## src/rtl/uart_tx_fifo.sv

```systemverilog
// First-word-fall-through byte FIFO feeding the UART transmitter; a write is visible on rd_data one cycle later.
// Writes while full are dropped unless a pop happens in the same cycle; sticky overflow/underflow flags record misuse.
module uart_tx_fifo #(
    parameter int WIDTH = 8,
    parameter int DEPTH = 16,
    parameter int AFULL = 14
) (
    input  logic                       clk,
    input  logic                       rst,
    input  logic                       wr_en,
    input  logic [WIDTH-1:0]           wr_data,
    output logic                       full,
    output logic                       almost_full,
    input  logic                       rd_en,
    output logic [WIDTH-1:0]           rd_data,
    output logic                       empty,
    output logic [$clog2(DEPTH):0]     count,
    output logic                       overflow,
    output logic                       underflow,
    input  logic                       clr_err
);

    localparam int AW = $clog2(DEPTH);
    localparam int CW = $clog2(DEPTH) + 1;

    logic [WIDTH-1:0] mem_q [DEPTH];

    logic [AW-1:0] wr_ptr_q, wr_ptr_d;
    logic [AW-1:0] rd_ptr_q, rd_ptr_d;
    logic [CW-1:0] count_q, count_d;
    logic          empty_q, empty_d;
    logic          full_q, full_d;
    logic          afull_q, afull_d;
    logic          overflow_q, overflow_d;
    logic          underflow_q, underflow_d;
    logic          wr_acc, rd_acc;

    always_comb begin
        // A pop frees the head slot in the same cycle, so a full FIFO can still take a write.
        wr_acc      = wr_en & (~full_q | rd_en);
        rd_acc      = rd_en & ~empty_q;
        wr_ptr_d    = wr_ptr_q;
        rd_ptr_d    = rd_ptr_q;
        count_d     = count_q;
        if (wr_acc) wr_ptr_d = wr_ptr_q + AW'(1);
        if (rd_acc) rd_ptr_d = rd_ptr_q + AW'(1);
        case ({wr_acc, rd_acc})
            2'b10:   count_d = count_q + CW'(1);
            2'b01:   count_d = count_q - CW'(1);
            default: count_d = count_q;
        endcase
        // Flags come from the next count so they never lag the registered count.
        empty_d     = (count_d == '0);
        full_d      = (count_d == CW'(DEPTH));
        afull_d     = (count_d >= CW'(AFULL));
        overflow_d  = (wr_en & full_q & ~rd_en) | (overflow_q & ~clr_err);
        underflow_d = (rd_en & empty_q) | (underflow_q & ~clr_err);
    end

    always_ff @(posedge clk) begin
        if (rst) begin
            wr_ptr_q    <= '0;
            rd_ptr_q    <= '0;
            count_q     <= '0;
            empty_q     <= 1'b1;
            full_q      <= 1'b0;
            afull_q     <= 1'b0;
            overflow_q  <= 1'b0;
            underflow_q <= 1'b0;
        end else begin
            wr_ptr_q    <= wr_ptr_d;
            rd_ptr_q    <= rd_ptr_d;
            count_q     <= count_d;
            empty_q     <= empty_d;
            full_q      <= full_d;
            afull_q     <= afull_d;
            overflow_q  <= overflow_d;
            underflow_q <= underflow_d;
        end
    end

    always_ff @(posedge clk) begin
        if (wr_acc) mem_q[wr_ptr_q] <= wr_data;
    end

    assign rd_data     = mem_q[rd_ptr_q];
    assign empty       = empty_q;
    assign full        = full_q;
    assign almost_full = afull_q;
    assign count       = count_q;
    assign overflow    = overflow_q;
    assign underflow   = underflow_q;

endmodule

```

## config.mk

```make
export PLATFORM = sky130hd
export DESIGN_NAME = uart_tx_fifo
export DESIGN_NICKNAME = d
export VERILOG_FILES = /design/src/rtl/uart_tx_fifo.sv
export SDC_FILE = /design/constraint.sdc
export NUM_CORES = 1
export LEC_CHECK = 0
export CAP_MARGIN = 20
export CORE_MARGIN = 2
export CORE_UTILIZATION = 35
export CTS_CLUSTER_DIAMETER = 150
export DETAILED_ROUTE_END_ITERATION = 8
export MAX_ROUTING_LAYER = met4
export PLACE_DENSITY = 0.6
export REMOVE_ABC_BUFFERS = 1
export SKIP_LAST_GASP = 1
export SYNTH_ARGS = -nofsm -noshare
export SYNTH_HDL_FRONTEND = slang
export SYNTH_SLANG_ARGS = --single-unit
```

## constraint.sdc

```tcl
create_clock -name clk -period 2.98 [get_ports clk]
set_input_delay 0.745 -clock clk [delete_from_list [all_inputs] [get_ports clk]]
set_output_delay 0.745 -clock clk [all_outputs]
set_load 0.05 [all_outputs]
```

==> results of run 1 <==
[layer usage]
| metal | GRT usage |
|---|---|
| met1 | 0.198 |
| met2 | 0.219 |
| met3 | 0.0425 |
| met4 | 0.0469 |
| met5 | - |
[cell usage after synthesis (all sizes together) (2+ instances only)]
| library cell | number |
|---|---|
| clkbuf | 6 |
| o32ai | 2 |
| buf | 12 |
| xor2 | 6 |
| nand2b | 4 |
| ha | 8 |
| nor3 | 6 |
| inv | 10 |
| mux2i | 2 |
| a21oi | 7 |
| edfxtp | 128 |
| xnor2 | 6 |
| dfxtp | 22 |
| nand2 | 9 |
| mux4 | 40 |
| o21ai | 3 |
| a32oi | 2 |
| nor2 | 30 |
| nand4 | 2 |
[repair_timing]
| item | CTS | global route |
|---|---|---|
| endpoints found under the setup margin | 8 | 11 |
| pin swaps | 0 | 0 |
| resized for setup | 30 | 9 |
| cloned | 0 | 0 |
| buffers inserted | 1 | 0 |
[logic make-up after synthesis]
group,synth area share
AO/OA/AOI/OAI,0.0253
XOR/XNOR,0.0210
adder cells (fa/ha/maj),0.0165
buffers and inverters,0.0255
flip-flops,0.704
multiplexers,0.166
AND/OR/NAND/NOR,0.0415
[through the flow]
| step | cell area [um2] | std cells | setup slack (ns) |
|---|---|---|---|
| global placement | 6830 | 591 | -0.225 |
| detailed placement | 6830 | 591 | -0.357 |
| floorplan | 5970 | 300 | -0.244 |
| CTS | 7430 | 624 | -0.0565 |
| global route | 7440 | 624 | -0.0817 |
==> results.ini, run 1 <==
[placement]
gp_congestion=0.734
dp_hpwl_um=7570
portBuffers=30

[run_status]
status=aborted with a tool error
stop_stage=5_2_route
tool.error=[ERROR DRT-0255] Maze Route cannot find path of net clk in worker of routeBox ( 96600 0 ) ( 135850 48300 ).

[floorplan]
start_util=0.355
pin_count=31
rows=48
die_x_um=136
die_h_um=136

[global_route]
grt_pass1_vias=3245
antenna_found_initial=0
grt_pass1_wl_um=19100
grt_overflow=0
grt_max_degree=33
grt_usage=0.148

[logic_synthesis]
yosys.area.top_type=edfxtp_1
syn_inst=318
ys_ff_latch=150
synth_seq_area_share=0.704
ys_types=40
postSynthAreaPerCell_um2=19.1
ys_warn_count=0
synthFlopType=edfxtp_1
netlist.area_leader.share=0.632
netlist_area_um2=6080
yosys-top-cells-area=edfxtp_1, mux4_1, dfxtp_1, mux4_2, nor2_1
async_flop_share=0
synth-edff-count=128

[clocking]
clock_sinks=150
h-tree-depth=4
hold_buffers=0
numCtsBuffers=17
clockRootBuffer=clkbuf_16
cts_max_path_buffers=2

[sta]
crit_endpoint=rd_data[6]
worst-ep-kind=output port

==> run 2: changes to the inputs <==
Settings changed: CORE_UTILIZATION 35 to 20, CTS_CLUSTER_DIAMETER 150 to not set, MAX_ROUTING_LAYER met4 to not set, PLACE_DENSITY 0.6 to not set, PLACE_DENSITY_LB_ADDON set to 0.15.
Clock period 2.98 ns to 3.9 ns, I/O delays scaled along.
==> results.ini, run 2 <==
[run_status]
status=finished, final reports clean

[logic_synthesis]
muxShareOfSynthArea=0.166  ; unchanged
yosys.area.top_type=edfxtp_1
async_flop_share=0  ; unchanged
syn_inst=318  ; unchanged
synth-edff-count=128  ; unchanged
synthTopCellsByCount=edfxtp_1, nor2_1, mux4_1, dfxtp_1, mux4_2
synth.most_common_cell=edfxtp_1
ys_ff_latch=150  ; unchanged
netlist.area_leader.share=0.632  ; unchanged
netlist_area_um2=6080  ; unchanged
synth_adder_area_share=0.0165  ; unchanged
synth-simple-area-share=0.0415  ; unchanged
postSynthAreaPerCell_um2=19.1  ; unchanged
ys_types=40  ; unchanged
synth_xor_area_frac=0.0210  ; unchanged
ys_warn_count=0  ; unchanged
synth_top_family_by_area=multiplexers
yosys-top-cells-area=edfxtp_1, mux4_1, dfxtp_1, mux4_2, nor2_1
synth_compound_area_frac=0.0253  ; unchanged
synth_seq_area_share=0.704  ; unchanged
synthFlopType=edfxtp_1

[finish]
num_antenna_cells=0
layout_commonest_cell=edfxtp_1
largest_register=mem_q
fillCellCount=3034
area.sequential_um2=4290
instances_no_fill=774
fin_nets=392
drive_gt1_frac=0.216
multi_input_area_um2=1650
areaGrowthSynthToFinish_pct=23.5
largest_reg_flops=128
final_cell_mix=edfxtp_1, nor2_1, buf_4

[sta]
hold_viol_final=0
worst_pin_slew_ns=0.886
post-route-period-util=0.919
setup_viol=0
whs_ns=0.475
setup-tns-final_ns=0
rsz0062_at_grt=false
fin_crit_ns=3.59
timing.fmax_mhz=279
fin_skew_ns=0.00917
slew_headroom=0.408
slew_viol_final=0

[clocking]
h-tree-depth=4  ; unchanged
clk_latency_ns=0.42
clock_sinks=150  ; unchanged
clockRootBuffer=clkbuf_16
cts_tree=yes
clk_pin_slew_ns=0.06
numCtsBuffers=17  ; unchanged
cts_max_path_buffers=2  ; unchanged
hold_buffers=0  ; unchanged
cts_setup_buffers=0  ; -1
ctsResizeCount=0  ; -100%

[power]
ir_drop_v=0.000273
clkPwrFrac=0.397
power_frac_seq=0.445
comb_power_share=0.158
power_density_nw_per_um2=552
power.switching_uw=1160
internal_power_uw=2990
switching_share=0.280
leakagePower_uw=0.00243

[global_route]
grt_usage=0.0911  ; -0.0567
gr-usage-met2=0.150  ; -0.0682
grt_pass1_vias=3272  ; +0.83%
grtUsageMet1=0.115  ; -0.0830
antenna_found_initial=0  ; unchanged
grt_use_met3=0.0239  ; -0.0186
top_usage_layer=met2
grt_overflow=0  ; unchanged
grt_max_degree=33  ; unchanged
grt_pass1_wl_um=20700  ; +8.4%

[setup_path]
critPathLaunchType=flop
worstSetupPathType=reg2out
crit_chain=buf_12 > mux4_1 > mux4_2 > buf_4
crit_fanout=12
cpMaxStageDelayCell=dfxtp_2
critPathCaptureType=primary output
cp.required_ns=2.92
critPathArrivalTime_ns=2.61
slowest_delay_ns=0.64

[hold_path]
hp-class=reg2reg

[floorplan]
die_h_um=178  ; +31%
core-area_um2=29800
dieArea_um2=31800
rows=63  ; +31%
pin_count=31  ; unchanged
start_util=0.204  ; -0.151
die_x_um=178  ; +31%

[route]
wirelength_um=13700
ant_nets=0
drt_pass1_iterations=4
routedWlPerCell_um=17.7
drt_iter0_markers=207
drt_drc_violations_left=0
vias=3030
vias_per_cell=3.91

[placement]
portBuffers=30  ; unchanged
dp_hpwl_um=8870  ; +17%
dpl.cell_count=742  ; +26%
gp_congestion=0.690  ; -5.9%

[job]
drv_cap=0

-- run 2: cell counts after synthesis --
Identical to the previous run, type by type.
-- run 2: cells by family (layout without fill, tap and decap cells) --
| family | Yosys count | after routing |
|---|---|---|
| simple gates | 56 | 56 |
| buf+inv | 28 | 94 |
| fa+ha+maj | 8 | 8 |
| mux | 42 | 42 |
| flops | 150 | 150 |
| compound gates | 21 | 21 |
| xor+xnor | 13 | 13 |
-- run 2: metrics by stage --
| step | total power (uW) | setup slack, ns | cell area (um2) | utilization |
|---|---|---|---|---|
| 2_1_floorplan | 2300 | 0.446 | 5970 | - |
| 3_3_place_gp | 2550 | 0.408 | 6930 | 0.232 |
| 3_5_place_dp | 2550 | 0.343 | 6930 | 0.232 |
| 4_1_cts | 4210 | 0.238 | 7510 | 0.252 |
| 5_1_grt | 4310 | 0.205 | 7510 | 0.252 |
| 6_report | 4150 | 0.314 | 7510 | 0.252 |
-- run 2: area by class of cell --
type                    count  share of cell area
flip-flops and latches    150               0.570
multi-input cells         140               0.219
well taps                 390              0.0649
repair buffers             52              0.0626
clock buffers              18              0.0571
clock inverters            14              0.0211
inverters                  10             0.00500
-- run 2: routing by layer --
layer	share of wire	up-vias	wire [um]
met5	0	-	0
met4	0.012	0	164
met3	0.034	12	464
met2	0.48	65	6570
met1	0.47	1565	6470
li1	-	1388	-
-- run 2: power groups by stage --
stage | Sequential, uW | Clock [uW] | Combinational (uW)
after floorplan | 1950 | 0 | 356
after global placement | 1880 | 0 | 663
after detailed placement | 1880 | 0 | 668
after CTS | 1850 | 1690 | 670
after global routing | 1860 | 1750 | 707
final | 1850 | 1650 | 656
-- run 2: worst paths after layout --
check | startpoint | endpoint | slack (ns) | cells past startpoint
worst min-delay path | underflow$_SDFF_PP0_ | underflow$_SDFF_PP0_ | 0.47 | 2
worst max-delay path | flop | rd_data[1] | 0.31 | 4
worst max register to register | full$_SDFF_PP0_ | almost_full$_SDFF_PP0_ | 1.52 | 10
worst min register to register | underflow$_SDFF_PP0_ | underflow$_SDFF_PP0_ | 0.47 | 2
-- run 2: worst max-delay path: cells and delay by family, from the launching register on --
kind / cells / cell delay, ns
muxes: 2 / 1.11
DFF: 1 / 0.64
buffers and inverters: 2 / 0.42
Power figures use the tool's default switching activity.
